**config.mk**
```make
export PLATFORM = sky130hd
export DESIGN_NAME = instr_fetch_unit_flat
export DESIGN_NICKNAME = d
export VERILOG_FILES = /design/src/rtl/cpu_pkg.sv /design/src/rtl/instr_fetch_unit_if.sv /design/src/rtl/instr_fetch_unit.sv /design/src/flat_wrapper.sv
export SDC_FILE = /design/constraint.sdc
export NUM_CORES = 1
export LEC_CHECK = 0
export CAP_MARGIN = 20
export CORE_MARGIN = 2
export CORE_UTILIZATION = 28
export CTS_CLUSTER_DIAMETER = 120
export DETAILED_ROUTE_END_ITERATION = 8
export RECOVER_POWER = 100
export SLEW_MARGIN = 20
export SYNTH_ARGS = -nofsm -noshare
export SYNTH_HDL_FRONTEND = slang
export SYNTH_SLANG_ARGS = --single-unit
export TNS_END_PERCENT = 30
```
**constraint.sdc**
```tcl
create_clock -name clk -period 2.3 [get_ports clk]
set_input_delay 0.46 -clock clk [delete_from_list [all_inputs] [get_ports clk]]
set_output_delay 0.46 -clock clk [all_outputs]
set_load 0.005 [all_outputs]
```
**src/rtl/cpu_pkg.sv**
```systemverilog
// Shared definitions for the 32-bit accumulator CPU.
// Holds the opcode encoding, the fetch FSM state type, the instruction
// field positions and the default reset PC.
package cpu_pkg;

  typedef enum logic [3:0] {
    ADD   = 4'b0000,
    HALT  = 4'b0001,
    LOAD  = 4'b0010,
    STORE = 4'b0011,
    CLEAR = 4'b0100,
    SKIP  = 4'b0101,
    JUMP  = 4'b0110,
    SUB   = 4'b0111,
    AND   = 4'b1000,
    OR    = 4'b1001
  } opcode_t;

  typedef enum logic [1:0] {
    S_REQ,
    S_WAIT,
    S_VALID,
    S_HALT
  } fetch_state_t;

  localparam int MODE_BIT = 31;
  localparam int OPC_MSB  = 30;
  localparam int OPC_LSB  = 27;
  localparam int OPND_MSB = 26;

  localparam logic [31:0] DEFAULT_RESET_PC = 32'h100;

endpackage

```
**src/rtl/instr_fetch_unit_if.sv**
```systemverilog
// Fetch-stage bus bundle: RAM port, execute handshake with decoded fields,
// and the redirect/skip/halt controls from execute.
//   master : the fetch unit side
//   slave  : the RAM/execute side (testbench or surrounding core)
interface instr_fetch_unit_if #(
  parameter int ADDR_WIDTH = 28,
  parameter int DATA_WIDTH = 32
);
  logic                  bus_grant;
  logic [ADDR_WIDTH-1:0] mem_addr;
  logic                  mem_cs;
  logic                  mem_oe;
  logic                  mem_we;
  logic [DATA_WIDTH-1:0] mem_rdata;
  logic                  instr_valid;
  logic                  instr_ready;
  logic [31:0]           ir;
  logic                  imm_mode;
  logic [3:0]            opcode;
  logic [26:0]           operand;
  logic [31:0]           instr_pc;
  logic                  redirect_valid;
  logic [31:0]           redirect_pc;
  logic                  skip_valid;
  logic                  halted;

  modport master (
    input  bus_grant, mem_rdata, instr_ready, redirect_valid, redirect_pc, skip_valid,
    output mem_addr, mem_cs, mem_oe, mem_we, instr_valid, ir, imm_mode, opcode,
           operand, instr_pc, halted
  );

  modport slave (
    output bus_grant, mem_rdata, instr_ready, redirect_valid, redirect_pc, skip_valid,
    input  mem_addr, mem_cs, mem_oe, mem_we, instr_valid, ir, imm_mode, opcode,
           operand, instr_pc, halted
  );
endinterface

```
**src/rtl/instr_fetch_unit.sv**
```systemverilog
// Fetch stage: reads the instruction word at PC from a registered-read RAM,
// latches it into IR, advances PC and presents the decoded instruction to
// execute over valid/ready. Execute can redirect (jump) or skip the next
// instruction; retiring HALT parks the unit until reset.
// Ports:
//   clk, rst : clock, synchronous active-high reset
//   bus      : instr_fetch_unit_if.master (RAM port, execute handshake,
//              redirect/skip inputs, halted status)
module instr_fetch_unit
  import cpu_pkg::*;
#(
  parameter int          ADDR_WIDTH = 28,
  parameter int          DATA_WIDTH = 32,
  parameter logic [31:0] RESET_PC   = DEFAULT_RESET_PC,
  parameter int          PC_STEP    = 2,
  parameter int          RD_LATENCY = 1
) (
  input logic                clk,
  input logic                rst,
  instr_fetch_unit_if.master bus
);

  localparam logic [31:0] STEP = 32'(PC_STEP);

  fetch_state_t          state, state_n;
  logic [31:0]           pc, pc_n;
  logic [31:0]           ir_q, ir_n;
  logic [31:0]           ipc_q, ipc_n;
  logic [ADDR_WIDTH-1:0] addr_q, addr_n;
  logic                  cs_q, cs_n;
  logic [7:0]            cnt_q, cnt_n;
  logic [DATA_WIDTH-1:0] rdata;
  logic                  is_halt;

  assign rdata   = bus.mem_rdata;
  assign is_halt = !ir_q[MODE_BIT] && (ir_q[OPC_MSB:OPC_LSB] == HALT);

  always_ff @(posedge clk) begin
    if (rst) begin
      state  <= S_REQ;
      pc     <= RESET_PC;
      ir_q   <= '0;
      ipc_q  <= '0;
      addr_q <= '0;
      cs_q   <= 1'b0;
      cnt_q  <= '0;
    end else begin
      state  <= state_n;
      pc     <= pc_n;
      ir_q   <= ir_n;
      ipc_q  <= ipc_n;
      addr_q <= addr_n;
      cs_q   <= cs_n;
      cnt_q  <= cnt_n;
    end
  end

  always_comb begin
    state_n = state;
    pc_n    = pc;
    ir_n    = ir_q;
    ipc_n   = ipc_q;
    addr_n  = addr_q;
    cs_n    = cs_q;
    cnt_n   = cnt_q;
    // Redirect overrides everything below it; the in-flight or presented
    // instruction is simply abandoned.
    if (state != S_HALT && bus.redirect_valid) begin
      pc_n    = bus.redirect_pc;
      cs_n    = 1'b0;
      state_n = S_REQ;
    end else begin
      case (state)
        S_REQ: begin
          // A skip arriving here just moves PC; the request waits a cycle
          // so the RAM is always addressed with the final PC.
          if (bus.skip_valid) begin
            pc_n = pc + STEP;
          end else if (bus.bus_grant) begin
            addr_n  = pc[ADDR_WIDTH-1:0];
            cs_n    = 1'b1;
            cnt_n   = 8'(RD_LATENCY);
            state_n = S_WAIT;
          end
        end
        S_WAIT: begin
          if (bus.skip_valid) begin
            pc_n    = pc + STEP;
            cs_n    = 1'b0;
            state_n = S_REQ;
          end else if (cnt_q == '0) begin
            ir_n    = rdata[31:0];
            ipc_n   = pc;
            pc_n    = pc + STEP;
            cs_n    = 1'b0;
            state_n = S_VALID;
          end else begin
            cnt_n = cnt_q - 8'd1;
          end
        end
        S_VALID: begin
          // Skip moves the next fetch PC but leaves the presented
          // instruction in place until execute accepts it.
          if (bus.skip_valid) pc_n = pc + STEP;
          if (bus.instr_ready) state_n = is_halt ? S_HALT : S_REQ;
        end
        S_HALT:  cs_n = 1'b0;
        default: state_n = S_REQ;
      endcase
    end
  end

  assign bus.mem_addr    = addr_q;
  assign bus.mem_cs      = cs_q;
  assign bus.mem_oe      = cs_q;
  assign bus.mem_we      = 1'b0;
  assign bus.instr_valid = (state == S_VALID);
  assign bus.halted      = (state == S_HALT);
  assign bus.ir          = ir_q;
  assign bus.imm_mode    = ir_q[MODE_BIT];
  assign bus.opcode      = ir_q[OPC_MSB:OPC_LSB];
  assign bus.operand     = ir_q[OPND_MSB:0];
  assign bus.instr_pc    = ipc_q;

endmodule

```
**src/flat_wrapper.sv**
```systemverilog
// flat-port wrapper written by rule: the top's interface ports become plain ports
module instr_fetch_unit_flat import cpu_pkg::*;
#(
  parameter int          ADDR_WIDTH = 28,
  parameter int          DATA_WIDTH = 32,
  parameter logic [31:0] RESET_PC   = DEFAULT_RESET_PC,
  parameter int          PC_STEP    = 2,
  parameter int          RD_LATENCY = 1
)
  (clk, rst, bus_bus_grant, bus_mem_rdata, bus_instr_ready, bus_redirect_valid, bus_redirect_pc, bus_skip_valid, bus_mem_addr, bus_mem_cs, bus_mem_oe, bus_mem_we, bus_instr_valid, bus_ir, bus_imm_mode, bus_opcode, bus_operand, bus_instr_pc, bus_halted);
  instr_fetch_unit_if #(.ADDR_WIDTH(ADDR_WIDTH), .DATA_WIDTH(DATA_WIDTH)) bus_i ();
  input logic clk;
  input logic rst;
  input wire logic [$bits(bus_i.bus_grant)-1:0] bus_bus_grant;
  input wire logic [$bits(bus_i.mem_rdata)-1:0] bus_mem_rdata;
  input wire logic [$bits(bus_i.instr_ready)-1:0] bus_instr_ready;
  input wire logic [$bits(bus_i.redirect_valid)-1:0] bus_redirect_valid;
  input wire logic [$bits(bus_i.redirect_pc)-1:0] bus_redirect_pc;
  input wire logic [$bits(bus_i.skip_valid)-1:0] bus_skip_valid;
  output wire logic [$bits(bus_i.mem_addr)-1:0] bus_mem_addr;
  output wire logic [$bits(bus_i.mem_cs)-1:0] bus_mem_cs;
  output wire logic [$bits(bus_i.mem_oe)-1:0] bus_mem_oe;
  output wire logic [$bits(bus_i.mem_we)-1:0] bus_mem_we;
  output wire logic [$bits(bus_i.instr_valid)-1:0] bus_instr_valid;
  output wire logic [$bits(bus_i.ir)-1:0] bus_ir;
  output wire logic [$bits(bus_i.imm_mode)-1:0] bus_imm_mode;
  output wire logic [$bits(bus_i.opcode)-1:0] bus_opcode;
  output wire logic [$bits(bus_i.operand)-1:0] bus_operand;
  output wire logic [$bits(bus_i.instr_pc)-1:0] bus_instr_pc;
  output wire logic [$bits(bus_i.halted)-1:0] bus_halted;
  assign bus_i.bus_grant = bus_bus_grant;
  assign bus_i.mem_rdata = bus_mem_rdata;
  assign bus_i.instr_ready = bus_instr_ready;
  assign bus_i.redirect_valid = bus_redirect_valid;
  assign bus_i.redirect_pc = bus_redirect_pc;
  assign bus_i.skip_valid = bus_skip_valid;
  assign bus_mem_addr = bus_i.mem_addr;
  assign bus_mem_cs = bus_i.mem_cs;
  assign bus_mem_oe = bus_i.mem_oe;
  assign bus_mem_we = bus_i.mem_we;
  assign bus_instr_valid = bus_i.instr_valid;
  assign bus_ir = bus_i.ir;
  assign bus_imm_mode = bus_i.imm_mode;
  assign bus_opcode = bus_i.opcode;
  assign bus_operand = bus_i.operand;
  assign bus_instr_pc = bus_i.instr_pc;
  assign bus_halted = bus_i.halted;
  instr_fetch_unit #(.ADDR_WIDTH(ADDR_WIDTH), .DATA_WIDTH(DATA_WIDTH), .RESET_PC(RESET_PC), .PC_STEP(PC_STEP), .RD_LATENCY(RD_LATENCY)) u_core (.clk(clk), .rst(rst), .bus(bus_i));
endmodule
```
==> impl_metrics.yaml, run 1 <==
yosys:
  synth_most_common_cell: "nand2_1"
  ys_ff_latch: 135
  synthArstFlopShare: 0
  ys_top_cells_by_area: "dfxtp_1, nand2_1, a21oi_1, buf_4, clkbuf_1"
  yosys.area.top_type: "dfxtp_1"
  ys_seq_area_frac: 0.4350
  netlist_area_sq_um: 6212
  synthFlopType: "dfxtp_1"
  yosysUniqueCellTypes: 60
  yosys_warnings: 0
  synth_fp_nets: 872
  netlist.area_leader.share: 0.4350
  synth_edf_count: 0
  syn_area_per_cell_sq_um: 7.824
  synth_commonest_cells: "nand2_1, dfxtp_1, a21oi_1, buf_4, clkbuf_1"
  synthCells: 794
die:
  die_h_um: 153.0
  rows: 54
  fp.dieW_um: 153.0
  io_pins: 199
  core-area_sq_um: 21820
  die_area_sq_um: 23390
  start_util: 0.2847
setup_path:
  cp-end-kind: "output pin"
  critPathMaxFanout: 11
  worstPathCellList: "ha_4 -> clkbuf_4 -> clkdlybuf4s50_1"
  r2r_end: "u_core.state[0]"
  crit_start: "u_core.state[1]"
  cpLargestDelayFamily: "buffers and inverters"
  path_buf_inv: 2
  path_class: "register to output pin"
  cp_slowest_cell: "clkdlybuf4s50_1"
  r2r_setup_slack_ns: 0.17
  reg2reg_from: "u_core.cnt_q[0]"
  crit_path_start_kind: "register"
  arrival_ns: 1.74
  max_stage_delay_ns: 0.56
  crit_required_ns: 1.84
  r2r.worst_path.cells: 7
cells_and_area:
  fin_util: 0.4215
  nets: 1066
  diodes: 0
  layout-drive-gt1-share: 0.1089
  design_area_sq_um: 9198
  syn_to_final_growth_pct: 48.06
drt:
  wirelength_um: 20150
  ant_nets: 0
  vias: 6254
  drt_first_pass_iters: 5
  vias_per_cell: 4.882
  wl_per_cell_um: 15.73
  drt_iter0_markers: 320
  drc: 0
place:
  port-buffer-count: 197
  place_hpwl_um: 14220
  gp_congestion: 0.8224
  place_area_sq_um: 8589
timing:
  hold_viol: 0
  max_slew_margin: 0.4115
  skew_ns: 0.009083
  fin_crit_sh: 0.9568
  setup_viol: 0
  tightest_slew_ns: 0.8817
  tns_ns: 0
  slew_viol_final: 0
  fmax_mhz: 454.4
  fin_hold_ws_ns: 0.4511
  rsz0062_at_grt: "no"
  min_period_ns: 2.201
hold_path:
  worstHoldStart: "u_core.bus.instr_pc[20]"
  hold_class: "register to register"
  min_to: "u_core.bus.instr_pc[20]"
  min_path_cells: 2
global_route:
  grt_max_degree: 65
  grt_antenna_before_repair: 0
  overflow: 0
  grt_pass1_wl_um: 32310
  first_global_vias: 5860
  grtUsageTotal: 0.1729
power:
  power.density_nw_per_um2: 653.2
  p_leak_nw: 3.654
  ir_drop_mv: 0.4053
run:
  cap_viol_max_count: 0
clocking:
  ctsLongestPathBuffers: 2
  htree_levels: 4
  cts-root-buf: "clkbuf_16"
  cts_setup_buffers: 0
  cts_resized: 2
  cts_made_buffers: 17
  numClockSinks: 135
  ctsHoldBuffers: 0
  cts_tree: "yes"
  clkSlewWorstSetupHoldPaths_ns: 0.06
  clk_latency_ns: 0.41
outcome:
  outcome: "completed"
## where the power goes
group / total, mW / switching, mW / internal [mW]
clock: 2.93 / 1.05 / 1.88
sequential: 2.48 / 0.0713 / 2.41
combinational: 0.602 / 0.302 / 0.300
total: 6.01 / 1.43 / 4.58
## sequential cells by signal, indices dropped and copies added, names as in the netlist
signal and cells:
u_core.bus.instr_pc 32, u_core.bus.ir 32, u_core.pc 32, u_core.bus.mem_addr 28
u_core.cnt_q 8, u_core.state 2, u_core.bus.mem_cs 1
## cell families after synthesis
logic type                 Yosys count  share of synthesized area
AOI/OAI and AO/OA                  181                     0.1688
other                                1                  0.0006037
and+or+nand+nor                    353                     0.2685
DFF                                135                     0.4350
muxes                                6                   0.009668
adders and majority gates            8                    0.01611
xor gates and xnor gates            13                    0.01833
buffers and inverters               97                    0.08298
## cell type report
cell class / instances / area [sq um]
Clock buffer: 21 / 460.4
Clock inverter: 11 / 171.4
Fill cell: 2201 / 12630
Inverter: 10 / 37.54
Multi-Input combinational cell: 562 / 3005
Sequential cell: 135 / 2705
Tap cell: 280 / 350.3
Timing Repair Buffer: 262 / 2467
## metrics by stage
stage,power (mW),cells,setup WS (ns)
6_report,6.008,1281,0.09939
3_5_place_dp,3.145,1249,-0.09636
3_3_place_gp,3.140,1249,-0.05489
5_1_grt,6.266,1281,0.01248
4_1_cts,6.097,1281,0.02296
2_1_floorplan,2.799,794,0.2957
## placed cells by master, fill, tap and decap left out, types with 4 or more instances in the layout
cell | netlist | final
bufinv_16 | 0 | 4
mux2i_1 | 6 | 6
clkbuf_16 | 0 | 17
o21ai_0 | 21 | 21
nor2_1 | 28 | 28
ha_1 | 8 | 7
dfxtp_1 | 135 | 133
buf_4 | 34 | 52
nand3_1 | 20 | 20
inv_1 | 10 | 10
nor2b_1 | 4 | 4
xor2_1 | 12 | 12
a32o_1 | 4 | 4
or3_1 | 7 | 6
a21oi_1 | 110 | 110
a31oi_1 | 13 | 13
dlygate4sd3_1 | 0 | 126
and3_1 | 10 | 10
clkbuf_1 | 32 | 8
nor3_1 | 12 | 12
nand2_1 | 216 | 216
nand4b_1 | 5 | 5
clkdlybuf4s50_1 | 0 | 70
nor4_1 | 8 | 8
nand4_1 | 19 | 19
## worst reg2reg max path: stages, from the launching register on
cell and delay (ns):
dfxtp_1 0.35, inv_1 0.12, ha_1 0.16, nor3b_2 0.26
buf_4 0.17, a21oi_2 0.06, or4_4 0.56, a2111oi_2 0.36
## how the worst max path moves through the flow
| stage | to | slack, ns | cells after the start |
|---|---|---|---|
| after floorplan | u_core.cnt_q[2] | 0.30 | 8 |
| after global placement | u_core.bus.ir[6] | -0.05 | 8 |
| after detailed placement | u_core.bus.ir[24] | -0.1 | 8 |
| final | bus_halted | 0.1 | 3 |
| after global routing | bus_instr_valid | 0.01 | 4 |
| after CTS | bus_halted | 0.02 | 3 |
## layer usage
metal	vias up	global-route usage	wire length (um)
met2	200	0.2753	9433
met1	2939	0.2314	9309
met4	0	0.04630	220
met5	-	0	0
li1	3102	-	-
met3	13	0.04735	1189
Power figures use the tool's default switching activity.
==> run 2: changes to the inputs <==
--- a/config.mk
+++ b/config.mk
@@ -5,8 +5,8 @@
 export SDC_FILE = /design/constraint.sdc
 export NUM_CORES = 1
 export LEC_CHECK = 0
+export ABC_CLOCK_PERIOD_IN_PS = 2300
 export CAP_MARGIN = 20
-export CORE_MARGIN = 2
 export CORE_UTILIZATION = 28
 export CTS_CLUSTER_DIAMETER = 120
 export DETAILED_ROUTE_END_ITERATION = 8
==> impl_metrics.yaml, run 2 (synthesized netlist as in run 1, its figures left out) <==
outcome:
  outcome: "completed"
timing:
  skew_ns: 0.01066
  slew_viol_final: 0
  fin_crit_sh: 0.9641
  tightest_slew_ns: 0.6566
  min_period_ns: 2.218
  rsz0062_at_grt: "no"
  hold_viol: 0
  max_slew_margin: 0.5618
  fmax_mhz: 451.0
  setup_viol: 0
  fin_hold_ws_ns: 0.4297
setup_path:
  crit_path_start_kind: "register"
  worstPathCellList: "ha_2 -> clkdlybuf4s50_1"
  cpLargestDelayFamily: "buffers and inverters"
  crit_required_ns: 1.84
  max_stage_delay_ns: 0.58
  path_class: "register to output pin"
  arrival_ns: 1.76
  cp_slowest_cell: "clkdlybuf4s50_1"
  critPathMaxFanout: 8
  cp-end-kind: "output pin"
  path_buf_inv: 1
hold_path:
  hold_class: "input pin to register"
global_route:
  grtUsageTotal: 0.1805
  grt_max_degree: 55
  grt_pass1_wl_um: 31640
  overflow: 0
  first_global_vias: 5862
  grt_antenna_before_repair: 1
clocking:
  ctsHoldBuffers: 0
  htree_levels: 4
  numClockSinks: 135
  clkSlewWorstSetupHoldPaths_ns: 0.06
  cts_made_buffers: 17
  clk_latency_ns: 0.42
  cts_tree: "yes"
  cts_setup_buffers: 0
  ctsLongestPathBuffers: 2
  cts-root-buf: "clkbuf_16"
drt:
  drt_iter0_markers: 330
  wl_met1_um: 9040
  top_layer: "met5"
  drt_first_pass_iters: 5
  wl_per_cell_um: 15.84
  wl_met2_um: 9605
  wirelength_um: 20340
  vias: 6252
  ant_nets: 0
  vias_per_cell: 4.869
  drc: 0
  wl_met3_um: 1501
power:
  p_leak_nw: 3.699
  ir_drop_mv: 0.4009
  total_power_mw: 6.102
  power.density_nw_per_um2: 658.3
place:
  port-buffer-count: 197
  place_hpwl_um: 14830
  gp_congestion: 0.8339
  dpl.cell_count: 1252
  place_area_sq_um: 8662
run:
  cap_viol_max_count: 0
die:
  die_h_um: 151.0
  start_util: 0.2855
  die_area_sq_um: 22790
  io_pins: 199
  fp.dieW_um: 151.0
  core-area_sq_um: 21760
  rows: 54
cells_and_area:
  layout-drive-gt1-share: 0.1076
  fill_cells: 2219
  final_common_cell: "nand2_1"
  syn_to_final_growth_pct: 49.20
  design_area_sq_um: 9269
  diodes: 0
  nets: 1069
  final_cell_mix: "nand2_1, dfxtp_1, dlygate4sd3_1, a21oi_1, clkdlybuf4s50_1"
  stdcell_count: 1284
  fin_util: 0.4260
[run 2: timing repair]
item                                    in CTS  in global routing
endpoints found under the setup margin       1                  1
endpoints found under the hold margin        0                  0
gates cloned                                 0                  0
gates resized for setup                      1                  1
[run 2: cell type report]
| cell class | instances | area [sq um] | area share |
|---|---|---|---|
| Timing Repair Buffer | 265 | 2531 | 0.2731 |
| Multi-Input combinational cell | 562 | 3000 | 0.3237 |
| Clock buffer | 21 | 450.4 | 0.04860 |
| Inverter | 10 | 37.54 | 0.004050 |
| Clock inverter | 11 | 196.4 | 0.02119 |
| Sequential cell | 135 | 2703 | 0.2916 |
| Tap cell | 280 | 350.3 | 0.03780 |
[run 2: worst paths after layout]
kind / start / cells past startpoint / slack [ns] / to
setup / recovery: u_core.state[1] / 2 / 0.08 / bus_halted
setup reg to reg: u_core.cnt_q[0] / 7 / 0.14 / u_core.state[0]
hold / removal: rst / 2 / 0.43 / u_core.bus.ir[30]
hold reg to reg: u_core.bus.instr_pc[27] / 2 / 0.45 / u_core.bus.instr_pc[27]
[run 2: through the flow]
step	worst slack [ns]	setup TNS, ns
after global placement	-0.02878	-0.1084
after detailed placement	-0.06153	-1.030
after floorplan	0.2957	0
after CTS	0.04716	0
final	0.08248	0
after global routing	0.009418	0
[run 2: metal layers]
metal / up-vias / GRT usage
li1: 3106 / -
met1: 2921 / 0.2283
met2: 207 / 0.2977
met3: 16 / 0.04518
met4: 2 / 0.06000
met5: - / 0
[run 2: report_power, final]
group	leakage, nW	switching (mW)	total (mW)	internal [mW]
combinational	2.30	0.309	0.612	0.304
clock	0.308	1.06	3.02	1.96
sequential	1.10	0.0666	2.47	2.41
==> run 3: changes to the inputs <==
--- a/config.mk
+++ b/config.mk
@@ -10,6 +10,7 @@
 export CORE_UTILIZATION = 28
 export CTS_CLUSTER_DIAMETER = 120
 export DETAILED_ROUTE_END_ITERATION = 8
+export DONT_BUFFER_PORTS = 1
 export RECOVER_POWER = 100
 export SLEW_MARGIN = 20
 export SYNTH_ARGS = -nofsm -noshare
==> impl_metrics.yaml, run 3 (synthesized netlist as in run 1, its figures left out) <==
hold_path:
  hold_class: "input pin to register"
  min_to: "u_core.bus.mem_addr[13]"
  min_path_cells: 1
  worstHoldStart: "rst"
cells_and_area:
  syn_to_final_growth_pct: 14.76
  nets: 853
  final_cell_mix: "nand2_1, dfxtp_1, a21oi_1, buf_4, nor2_1"
  stdcell_count: 1071
  final_common_cell: "nand2_1"
  layout-drive-gt1-share: 0.1129
  fill_cells: 2321
power:
  p_seq_frac: 0.420
  swShare: 0.2338
  ir_drop_mv: 0.3604
  total_power_mw: 5.894
  p_leak_nw: 2.467
  p_comb_frac: 0.065
  power.density_nw_per_um2: 826.7
  netSwitchingPower_mw: 1.378
  clockPowerShare: 0.514
  p_int_mw: 4.516
setup_path:
  reg2reg_from: "u_core.pc[10]"
  critPathMaxFanout: 6
  crit_path_start_kind: "register"
  crit_start: "u_core.pc[10]"
  cp_slowest_cell: "nor4_1"
  r2r_end: "u_core.pc[13]"
  path_class: "register to register"
  worstPathCellList: "nand2_1 -> nor4_1 -> nand4_1 -> or4_1 -> a31oi_1"
  max_stage_delay_ns: 0.56
  cp-end-kind: "register"
  arrival_ns: 2.50
  r2r.worst_path.cells: 5
  crit_required_ns: 2.65
  r2r_setup_slack_ns: 0.14
timing:
  rsz0062_at_grt: "no"
  max_slew_margin: 0.5012
  setup_viol: 0
  tns_ns: 0
  min_period_ns: 2.155
  skew_ns: 0.01066
  fmax_mhz: 464.0
  hold_viol: 0
  fin_crit_sh: 0.9370
  slew_viol_final: 0
  tightest_slew_ns: 0.7474
die:
  io_pins: 199
  rows: 54
  core-area_sq_um: 21760
  start_util: 0.2855
  die_area_sq_um: 22790
  die_h_um: 151.0
  fp.dieW_um: 151.0
clocking:
  cts_resized: 0
  cts_made_buffers: 17
  ctsLongestPathBuffers: 2
  cts_tree: "yes"
  numClockSinks: 135
  clk_latency_ns: 0.42
  clkSlewWorstSetupHoldPaths_ns: 0.06
  cts_setup_buffers: 0
  htree_levels: 4
  ctsHoldBuffers: 0
  cts-root-buf: "clkbuf_16"
place:
  place_hpwl_um: 13160
  gp_congestion: 0.8129
  dpl.cell_count: 1036
  port-buffer-count: 0
global_route:
  first_global_vias: 4970
  grt_antenna_before_repair: 4
  grt_max_degree: 119
  grt_pass1_wl_um: 28760
  overflow: 0
  grtUsageTotal: 0.1681
drt:
  drc: 0
  drt_iter0_markers: 277
  vias_per_cell: 5.059
  vias: 5418
  wl_per_cell_um: 17.72
  ant_nets: 0
  wirelength_um: 18980
  drt_first_pass_iters: 4
run:
  cap_viol_max_count: 0
outcome:
  outcome: "completed"
run 3: cell types whose count changed in the layout (fill, tap and decap cells not counted), moves of 3 or more:
cell	before	now
buf_12	7	3
buf_4	51	37
clkbuf_1	10	7
clkdlybuf4s50_1	69	0
diode_2	0	3
dlygate4sd3_1	127	0
run 3: how the worst max path moves through the flow:
stage | depth (start not counted) | endpoint
after floorplan | 8 | u_core.cnt_q[2]
after global placement | 6 | u_core.pc[27]
after detailed placement | 8 | u_core.bus.ir[14]
after CTS | 8 | u_core.bus.ir[14]
after global routing | 9 | u_core.pc[2]
final | 5 | u_core.pc[13]
run 3: metrics by stage:
stage | area [sq um] | setup slack (ns) | hold slack [ns] | utilization
floorplan | 6212 | 0.2957 | 0.4453 | -
global placement | 6505 | 0.2145 | 0.4587 | 0.2990
detailed placement | 6505 | 0.1774 | 0.4616 | 0.2990
CTS | 7153 | 0.1699 | 0.08380 | 0.3288
global route | 7124 | 0.002991 | 0.07497 | 0.3275
finish | 7129 | 0.1448 | 0.1022 | 0.3277
run 3: layer usage:
layer | global-route usage | vias up | share of wire
li1 | - | 2673 | -
met2 | 0.2695 | 189 | 0.47
met5 | 0 | - | 0.00053
met3 | 0.05633 | 17 | 0.073
met1 | 0.2103 | 2537 | 0.45
met4 | 0.05550 | 2 | 0.013
run 3: area by class of cell:
type | instances | area, sq um | share of cell area
timing repair buffer | 49 | 382.9 | 0.05370
sequential | 135 | 2703 | 0.3791
clock inverter | 11 | 197.7 | 0.02773
clock buffer | 21 | 450.4 | 0.06318
multi-input combinational | 562 | 3000 | 0.4208
tap | 280 | 350.3 | 0.04914
inverter | 10 | 37.54 | 0.005265
antenna | 3 | 7.507 | 0.001053
run 3: power groups by stage:
stage	registers (mW)	logic [mW]	clock network (mW)
after floorplan	2.52	0.282	0
after global placement	2.53	0.389	0
after detailed placement	2.53	0.392	0
after CTS	2.48	0.394	3.11
after global routing	2.49	0.427	3.20
final	2.48	0.384	3.03
run 3: critical path, delay by kind of cell, from the launching register on:
family	cells	cell delay, ns
flops	1	0.48
compound gates	1	0.17
simple gates	4	1.43
